==> src/rtl/regfile_sb_bypass.sv <==
// regfile_sb_bypass: register file with NUM_GPR general registers plus SP, PC and FLAGS.
// Reads are combinational and see this cycle's writeback and special-register updates.
// A busy scoreboard tracks GPRs with an instruction in flight.
// SP push/pop is bounds-checked against SP_LIMIT and SP_RESET.
module regfile_sb_bypass #(
    parameter int DATA_W  = 16,
    parameter int NUM_GPR = 8,
    parameter int ADDR_W  = 4,
    parameter int PC_STEP = 2,
    parameter logic [DATA_W-1:0] SP_RESET = 16'hFFFE,
    parameter logic [DATA_W-1:0] SP_LIMIT = 16'hF000
) (
    input  logic              clk,
    input  logic              rst_n,
    input  logic [ADDR_W-1:0] rs_addr,
    input  logic [ADDR_W-1:0] rt_addr,
    output logic [DATA_W-1:0] rs_data,
    output logic [DATA_W-1:0] rt_data,
    output logic              rs_busy,
    output logic              rt_busy,
    input  logic              wr_en,
    input  logic [ADDR_W-1:0] rd_addr,
    input  logic [DATA_W-1:0] rd_data,
    input  logic              sb_set,
    input  logic [ADDR_W-1:0] sb_addr,
    output logic              sb_err,
    input  logic [1:0]        sp_op,
    input  logic [DATA_W-1:0] sp_in,
    output logic              stack_fault,
    input  logic [1:0]        pc_op,
    input  logic [DATA_W-1:0] pc_in,
    input  logic              flags_wr,
    input  logic [DATA_W-1:0] flags_mask,
    input  logic [DATA_W-1:0] flags_in,
    output logic [DATA_W-1:0] sp_out,
    output logic [DATA_W-1:0] pc_out,
    output logic [DATA_W-1:0] flags_out
);

    localparam logic [ADDR_W-1:0] SP_IDX  = ADDR_W'(NUM_GPR);
    localparam logic [ADDR_W-1:0] PC_IDX  = ADDR_W'(NUM_GPR + 1);
    localparam logic [ADDR_W-1:0] FL_IDX  = ADDR_W'(NUM_GPR + 2);
    localparam logic [DATA_W-1:0] PC_INC  = DATA_W'(PC_STEP);
    localparam logic [DATA_W-1:0] SP_STEP = DATA_W'(2);

    logic [DATA_W-1:0]  gpr [NUM_GPR];
    logic [NUM_GPR-1:0] busy;
    logic [NUM_GPR-1:0] busy_set;
    logic [NUM_GPR-1:0] wr_hit;
    logic [NUM_GPR-1:0] busy_next;
    logic [DATA_W-1:0]  sp;
    logic [DATA_W-1:0]  pc;
    logic [DATA_W-1:0]  flags;
    logic [DATA_W-1:0]  sp_next;
    logic [DATA_W-1:0]  pc_next;
    logic [DATA_W-1:0]  flags_next;
    logic [DATA_W:0]    sp_dec;
    logic [DATA_W:0]    sp_inc;
    logic               sb_err_q;
    logic               sb_err_next;
    logic               fault_q;
    logic               fault_next;
    logic               wr_gpr;

    assign wr_gpr      = wr_en && (rd_addr < SP_IDX);
    assign sp_out      = sp;
    assign pc_out      = pc;
    assign flags_out   = flags;
    assign sb_err      = sb_err_q;
    assign stack_fault = fault_q;

    // Decode writeback and issue per GPR; a set in the same cycle as a clear keeps the register busy
    always_comb begin
        busy_set    = '0;
        wr_hit      = '0;
        sb_err_next = 1'b0;
        for (int i = 0; i < NUM_GPR; i++) begin
            busy_set[i] = sb_set && (sb_addr == ADDR_W'(i));
            wr_hit[i]   = wr_en && (rd_addr == ADDR_W'(i));
            if (busy_set[i] && busy[i] && !wr_hit[i]) begin
                sb_err_next = 1'b1;
            end
        end
        busy_next = (busy & ~wr_hit) | busy_set;
    end

    // SP arithmetic with one extra bit so wrap past 0 or past the top is caught as out of bounds
    always_comb begin
        sp_dec     = {1'b0, sp} - {1'b0, SP_STEP};
        sp_inc     = {1'b0, sp} + {1'b0, SP_STEP};
        sp_next    = sp;
        fault_next = 1'b0;
        case (sp_op)
            2'b01: begin
                if (sp_dec[DATA_W] || (sp_dec[DATA_W-1:0] < SP_LIMIT)) begin
                    fault_next = 1'b1;
                end else begin
                    sp_next = sp_dec[DATA_W-1:0];
                end
            end
            2'b10: begin
                if (sp_inc > {1'b0, SP_RESET}) begin
                    fault_next = 1'b1;
                end else begin
                    sp_next = sp_inc[DATA_W-1:0];
                end
            end
            2'b11:   sp_next = sp_in;
            default: sp_next = sp;
        endcase
    end

    // PC step/load and bit-masked FLAGS merge
    always_comb begin
        pc_next = pc;
        case (pc_op)
            2'b01:   pc_next = pc + PC_INC;
            2'b10:   pc_next = pc_in;
            default: pc_next = pc;
        endcase
        flags_next = flags;
        if (flags_wr) begin
            flags_next = (flags & ~flags_mask) | (flags_in & flags_mask);
        end
    end

    // Read ports: stored GPR, then writeback bypass, then the post-edge value of the specials
    always_comb begin
        rs_data = '0;
        rt_data = '0;
        rs_busy = 1'b0;
        rt_busy = 1'b0;
        for (int i = 0; i < NUM_GPR; i++) begin
            if (rs_addr == ADDR_W'(i)) begin
                rs_data = gpr[i];
                rs_busy = busy_next[i];
            end
            if (rt_addr == ADDR_W'(i)) begin
                rt_data = gpr[i];
                rt_busy = busy_next[i];
            end
        end
        if (wr_gpr && (rd_addr == rs_addr)) begin
            rs_data = rd_data;
        end
        if (wr_gpr && (rd_addr == rt_addr)) begin
            rt_data = rd_data;
        end
        case (rs_addr)
            SP_IDX:  rs_data = sp_next;
            PC_IDX:  rs_data = pc_next;
            FL_IDX:  rs_data = flags_next;
            default: rs_data = rs_data;
        endcase
        case (rt_addr)
            SP_IDX:  rt_data = sp_next;
            PC_IDX:  rt_data = pc_next;
            FL_IDX:  rt_data = flags_next;
            default: rt_data = rt_data;
        endcase
    end

    // State update; reset overrides every strobe and drops pending busy bits
    always_ff @(posedge clk) begin
        if (!rst_n) begin
            for (int i = 0; i < NUM_GPR; i++) begin
                gpr[i] <= '0;
            end
            busy     <= '0;
            sp       <= SP_RESET;
            pc       <= '0;
            flags    <= '0;
            sb_err_q <= 1'b0;
            fault_q  <= 1'b0;
        end else begin
            for (int i = 0; i < NUM_GPR; i++) begin
                if (wr_hit[i]) begin
                    gpr[i] <= rd_data;
                end
            end
            busy     <= busy_next;
            sp       <= sp_next;
            pc       <= pc_next;
            flags    <= flags_next;
            sb_err_q <= sb_err_next;
            fault_q  <= fault_next;
        end
    end

endmodule
==> config.mk <==
export PLATFORM = sky130hd
export DESIGN_NAME = regfile_sb_bypass
export DESIGN_NICKNAME = d
export VERILOG_FILES = /design/src/rtl/regfile_sb_bypass.sv
export SDC_FILE = /design/constraint.sdc
export NUM_CORES = 1
export LEC_CHECK = 0
export CAP_MARGIN = 20
export CORE_MARGIN = 2
export CORE_UTILIZATION = 55
export DETAILED_ROUTE_END_ITERATION = 10
export GPL_ROUTABILITY_DRIVEN = 1
export PLACE_DENSITY = 0.82
export SETUP_SLACK_MARGIN = 0.1
export SYNTH_ARGS = -nofsm -noshare
export SYNTH_HDL_FRONTEND = slang
export SYNTH_SLANG_ARGS = --single-unit
export TNS_END_PERCENT = 30
==> constraint.sdc <==
create_clock -name clk -period 3.45 [get_ports clk]
set_input_delay 0.345 -clock clk [delete_from_list [all_inputs] [get_ports clk]]
set_output_delay 0.345 -clock clk [all_outputs]
set_load 0.02 [all_outputs]
---- Word-level counts from Yosys, hierarchy flattened ----
Memory sizes are Yosys's and may differ from the RTL's.
Index checks and enable logic that the tools add are counted.
operators by class
  multiplexer cells ....................... 85
  $add $sub $neg .......................... 3
  bitwise gates (word level) .............. 15
  $lt $le $gt $ge ......................... 3
  equality and inequality tests ........... 41
  reductions and logical operators ........ 48
operator list
  kind                                                                                count
  16-bit two-way mux                                                                  29
  16-bit case mux with 3 select lines                                                 3
  4-bit by 3-bit == test with 1-bit output (second input constant)                    16
  1-bit two-way mux                                                                   51
  1-bit logical AND                                                                   35
  16-bit AND                                                                          2
  4-bit by 2-bit == test with 1-bit output (second input constant)                    8
  16-bit case mux with 2 select lines                                                 1
  4-bit == test (second input constant)                                               6
  16-bit by 2-bit adder with 17-bit output (second input constant)                    1
  17-bit by 16-bit greater-than comparator with 1-bit output (second input constant)  1
  16-bit by 2-bit subtractor with 17-bit output (second input constant)               1
  16-bit by 2-bit adder with 16-bit output (second input constant)                    1
  4-bit by 1-bit == test with 1-bit output (second input constant)                    4
  4-bit logical NOT                                                                   4
  16-bit less-than comparator (second input constant)                                 1
  16-bit NOT                                                                          1
  16-bit bitwise OR                                                                   1
  8-bit AND                                                                           1
  4-bit == test                                                                       2
  1-bit logical NOT                                                                   8
  8-bit NOT                                                                           1
  1-bit bitwise OR                                                                    8
  8-bit bitwise OR                                                                    1
  5 further kinds                                                                     8
word-level totals
  bits of input ports ..................... 105
  register bits ........................... 58
  RAM bits ................................ 128
  memories ................................ 1
  logic and storage cells ................. 202
memories
  memory  depth  bits a word  read ports  clocked after memory_dff  wr ports  line  text
  gpr     8      16           8           0                         8         46    logic [DATA_W-1:0] gpr [NUM_GPR];

---- Longest topological paths before layout ----
  depth after elaboration ................. 13
  mapped depth ............................ 11

---- Worst setup path before layout ----
OpenSTA, ideal clock, no wires.
  kind .................................... reg-to-output
  start point ............................. register sp[7] (netlist: sp_out[7])
  end point ............................... output port rt_data[2]
  setup slack ............................. 0.269 ns
  data arrival time ....................... 2.836 ns
  required time ........................... 3.105 ns
  cell stages (with the launch flop) ...... 11
  buffers on the path ..................... 2
  cells stage by stage .................... dfxtp_1 buf_6 or4_4 buf_6 o31a_1 a31oi_4 mux2i_1 nand2_1 a31o_2 a31oi_1 a2bb2oi_1
between the ends
  cells in the longest elaborated chain, start to end .. 6
ends and longest elaborated chain
  element                                        line  text
  from (decl)                                    51    logic [DATA_W-1:0] sp;
  from (signal assigned)                         182   sp <= sp_next;
  16-bit by 2-bit subtractor with 17-bit output  89    sp_dec = {1'b0, sp} - {1'b0, SP_STEP};
  16-bit less-than comparator                    95    if (sp_dec[DATA_W] || (sp_dec[DATA_W-1:0] < SP_LIMIT)) begin
  1-bit logical OR                               95
  16-bit two-way mux                             95
  16-bit case mux with 3 select lines (*)        93    case (sp_op)
  16-bit case mux with 3 select lines (*)        155   case (rt_addr)
  to (decl)                                      18    output logic [DATA_W-1:0] rt_data,
Mark *: on every way between the ends. The rest lies on a longest branch, timed or not.

---- Final worst setup path ----
  start point ............................. register sp[4] (netlist: sp_out[4])
  end point ............................... output port rt_data[5]
Same word-level chain as after synthesis.

==> reports/metrics.json <==
{
  "timing": {
    "setup_total_negative_slack_ns": -0.801,
    "fin_worst_skew_ns": 0.0106,
    "setup_repair_after_global_routing_missed_its_margin": "yes",
    "setup_slack_ns": -0.136,
    "fmaxAchievable_ghz": 0.279,
    "setup_viol": 11,
    "worst_margin_pin_slew_ns": 0.804,
    "min_period_ns": 3.59,
    "tightest_slew_margin_relative_to_the_limit_pct": 46.3,
    "report.final.hold_viol_count": 0,
    "layout_worst_path_cycle_share_pct": 104,
    "fin_hold_ws_ns": 0.470,
    "report.final.slew_viol_count": 0
  },
  "floorplan": {
    "num_io_pins": 189,
    "row_count": 53,
    "dieArea_um2": 22400,
    "die_width_um": 150,
    "core-area_um2": 21000,
    "initial_utilization_pct": 55.7,
    "dieHeight_um": 150
  },
  "route": {
    "route.detailed.wl_per_inst_um": 24.7,
    "routed-via-count": 12600,
    "route.final.wire_length_mm": 47.3,
    "avgViaCountPerCell": 6.60,
    "ant_nets": 0,
    "drc_violation_total_after_the_first_tritonroute_iteration": 1687,
    "drc": 0,
    "tritonroute_pass_1_iters": 8
  },
  "placement": {
    "globalplace.congestion": 1.11,
    "port_buffers": 188,
    "hpwlAfterDp_mm": 35.6
  },
  "yosys": {
    "netlist-cell-type-count": 75,
    "synthesis.area_um2": 11700,
    "synth_warn": 0,
    "synthDominantAreaCellType": "edfxtp_1",
    "async_reset_ff_share_pct": 0,
    "synth_enable_flop_cells": 128,
    "main_flop_type_after_synthesis": "edfxtp_1",
    "ys_seq_elements": 186,
    "syn_inst": 1290,
    "ys_top_cells_by_area": "edfxtp_1, dfxtp_1, nor2_1",
    "syn_nets": 1405,
    "synth_sequential_area_ratio_pct": 42.9,
    "postSynthAreaPerCell_um2": 9.05,
    "synth.top_cell.area_share_pct": 32.9
  },
  "clock_tree": {
    "cts.hold.buffers_added": 0,
    "clkSinkCount": 186,
    "clkTransAtPathRegs_ns": 0.09,
    "cts_root_buffer": "clkbuf_16",
    "cts_htree_levels": 4,
    "cts_inserted_buffers": 17,
    "clock_path_buffers": 2,
    "clk-insertion-delay-late_ns": 0.45,
    "clock_tree_from_tritoncts": "built"
  },
  "worst_setup_path": {
    "crit_arrival_ns": 3.24,
    "rr_endpoint": "sp_out[7]$_SDFF_PN1_",
    "crit_type": "flop to primary output",
    "rr_worst_depth": 13,
    "crit-reg2reg-launch": "sp_out[4]$_SDFF_PN1_",
    "reg2reg_setup_slack_ns": 0.75,
    "timing.critical_path.fanout_max": 4,
    "crit_path_start_kind": "flop",
    "cp_data_required_time_ns": 3.11,
    "cp-end-kind": "primary output"
  },
  "pwr": {
    "power_density_nw_per_um2": 401,
    "cell_leakage_power_nw": 6.36,
    "ir_worst_vdd_v": 0.000415
  },
  "min_path": {
    "min-delay-start": "rst_n",
    "timing.hold.worst.class": "input pin to flop",
    "min_to": "busy[6]$_SDFF_PN0_",
    "worst_hold_path_cells": 2
  },
  "global_routing": {
    "grt_overflow_total": 0,
    "track_usage_pct": 41.5,
    "grt_antenna_before_repair": 0,
    "grt_first_pass_wirelength_mm": 69.6,
    "grt_max_degree": 29,
    "grt_pass1_vias": 12200
  },
  "finish": {
    "final.fill_count": 1474,
    "design.final.nets": 1742,
    "antenna_fix_cells": 0,
    "area_delta_synth_final_pct": 39.0,
    "seqCellArea_um2": 5020,
    "multiInputGateArea_um2": 6460,
    "drive_above_1_share_pct": 25.5
  },
  "outcome": {
    "failed_checks": "negative setup slack",
    "result_of_the_run": "finished, violations left"
  },
  "run": {
    "cap_violations": 0
  }
}
cells by family after synthesis:
group           share of synthesized area (%)
flops                                    42.9
mux                                      8.61
compound gates                           20.7
xor+xnor                                0.901
simple gates                             21.1
buf+inv                                  4.78
fa+ha+maj                                1.07
worst max-delay path, cell delays in order (launching register included):
cell     delay [ns]
dfxtp_4        0.37
or4_4          0.55
buf_6          0.14
nor3_4         0.21
a31oi_4        0.16
buf_6          0.15
nor3_4         0.13
nor4_1         0.08
a211o_1        0.29
a211o_1        0.25
a32oi_2        0.26
buf_4          0.19
cells in the final DEF, fill, tap and decap left out, types with 20 or more instances in the layout:
cell and n:
buf_4 228, nor2_1 183, nand2_1 154, clkdlybuf4s50_1 154, edfxtp_1 128, o21ai_0 72
a22oi_1 66, dfxtp_1 49, a21oi_1 43, inv_1 38, nand4_1 33, mux4_2 28
mux2i_1 24, and2_1 21, buf_6 21, nor2b_1 20, nand3_1 20
registers in the layout, summed over array words and instances, names as in the netlist:
register	flops
sb_err	1
flags_out	16
gpr	128
sp_out	16
stack_fault	1
busy	8
pc_out	16
area by class of cell:
class                   instances  share of cell area [%]
clock buffers                  17                    2.62
flip-flops and latches        186                    30.9
inverters                      40                   0.925
well taps                     275                    2.12
clock inverters                15                    1.16
multi-input cells             963                    39.8
repair buffers                419                    22.4
through the flow:
stage          setup WS, ns  utilization (%)  area, um^2  power [W]  instances
2_1_floorplan         0.269                -       11700    0.00346       1290
3_3_place_gp         -0.183             71.9       15100    0.00429       1857
3_5_place_dp         -0.178             71.9       15100    0.00430       1857
4_1_cts             -0.0641             76.2       16000    0.00638       1907
5_1_grt              -0.263             77.4       16200    0.00666       1915
6_report             -0.136             77.4       16200    0.00651       1915
what timing repair did:
| item | CTS | global route |
|---|---|---|
| pin swaps | 33 | 29 |
| hold endpoints to repair | 0 | 0 |
| buffers inserted | 19 | 8 |
| endpoints found under the setup margin | 30 | 33 |
| resized for setup | 200 | 62 |
metal layers:
layer  vias up  share of wire [%]  track usage (%)
met3       211                 12             8.54
met1      5901                 35             51.2
li1       5484                  -                -
met4         0                5.6             22.1
met5         -                  0                0
met2      1038                 47             68.9
cells in the mapped netlist, drive strengths merged, types with 8 or more instances:
master	number
nand3	23
edfxtp	128
a32oi	8
a22oi	68
a31oi	13
nor2	185
and3	8
mux2	11
buf	21
ha	10
clkbuf	80
nor3	23
and2	22
nand2b	15
o22ai	11
a21oi	55
a22o	11
o31ai	9
o21ai	83
mux2i	25
nand4	33
a221oi	11
a21o	14
a222oi	9
nand2	155
xnor2	8
or3	8
dfxtp	58
nor2b	22
mux4	28
inv	40
worst max-delay path by stage:
| stage | startpoint | endpoint | depth (start not counted) |
|---|---|---|---|
| after floorplan | sp_out[7]$_SDFF_PN1_ | rt_data[2] | 10 |
| after global placement | rs_addr[2] | rs_data[14] | 11 |
| after detailed placement | rs_addr[2] | rs_data[7] | 11 |
| after CTS | sp_out[11]$_SDFF_PN1_ | rt_data[5] | 11 |
| after global routing | sp_out[1]$_SDFF_PN1_ | rt_data[5] | 12 |
| final | sp_out[4]$_SDFF_PN1_ | rt_data[5] | 11 |
report_power, final:
part	total, W	switching (W)	internal, W
logic	0.00181	0.000998	0.000811
registers	0.00263	0.000103	0.00253
clock network	0.00207	0.00108	0.000990
total	0.00651	0.00218	0.00433
Note: power is estimated with default switching activity, not from simulation.
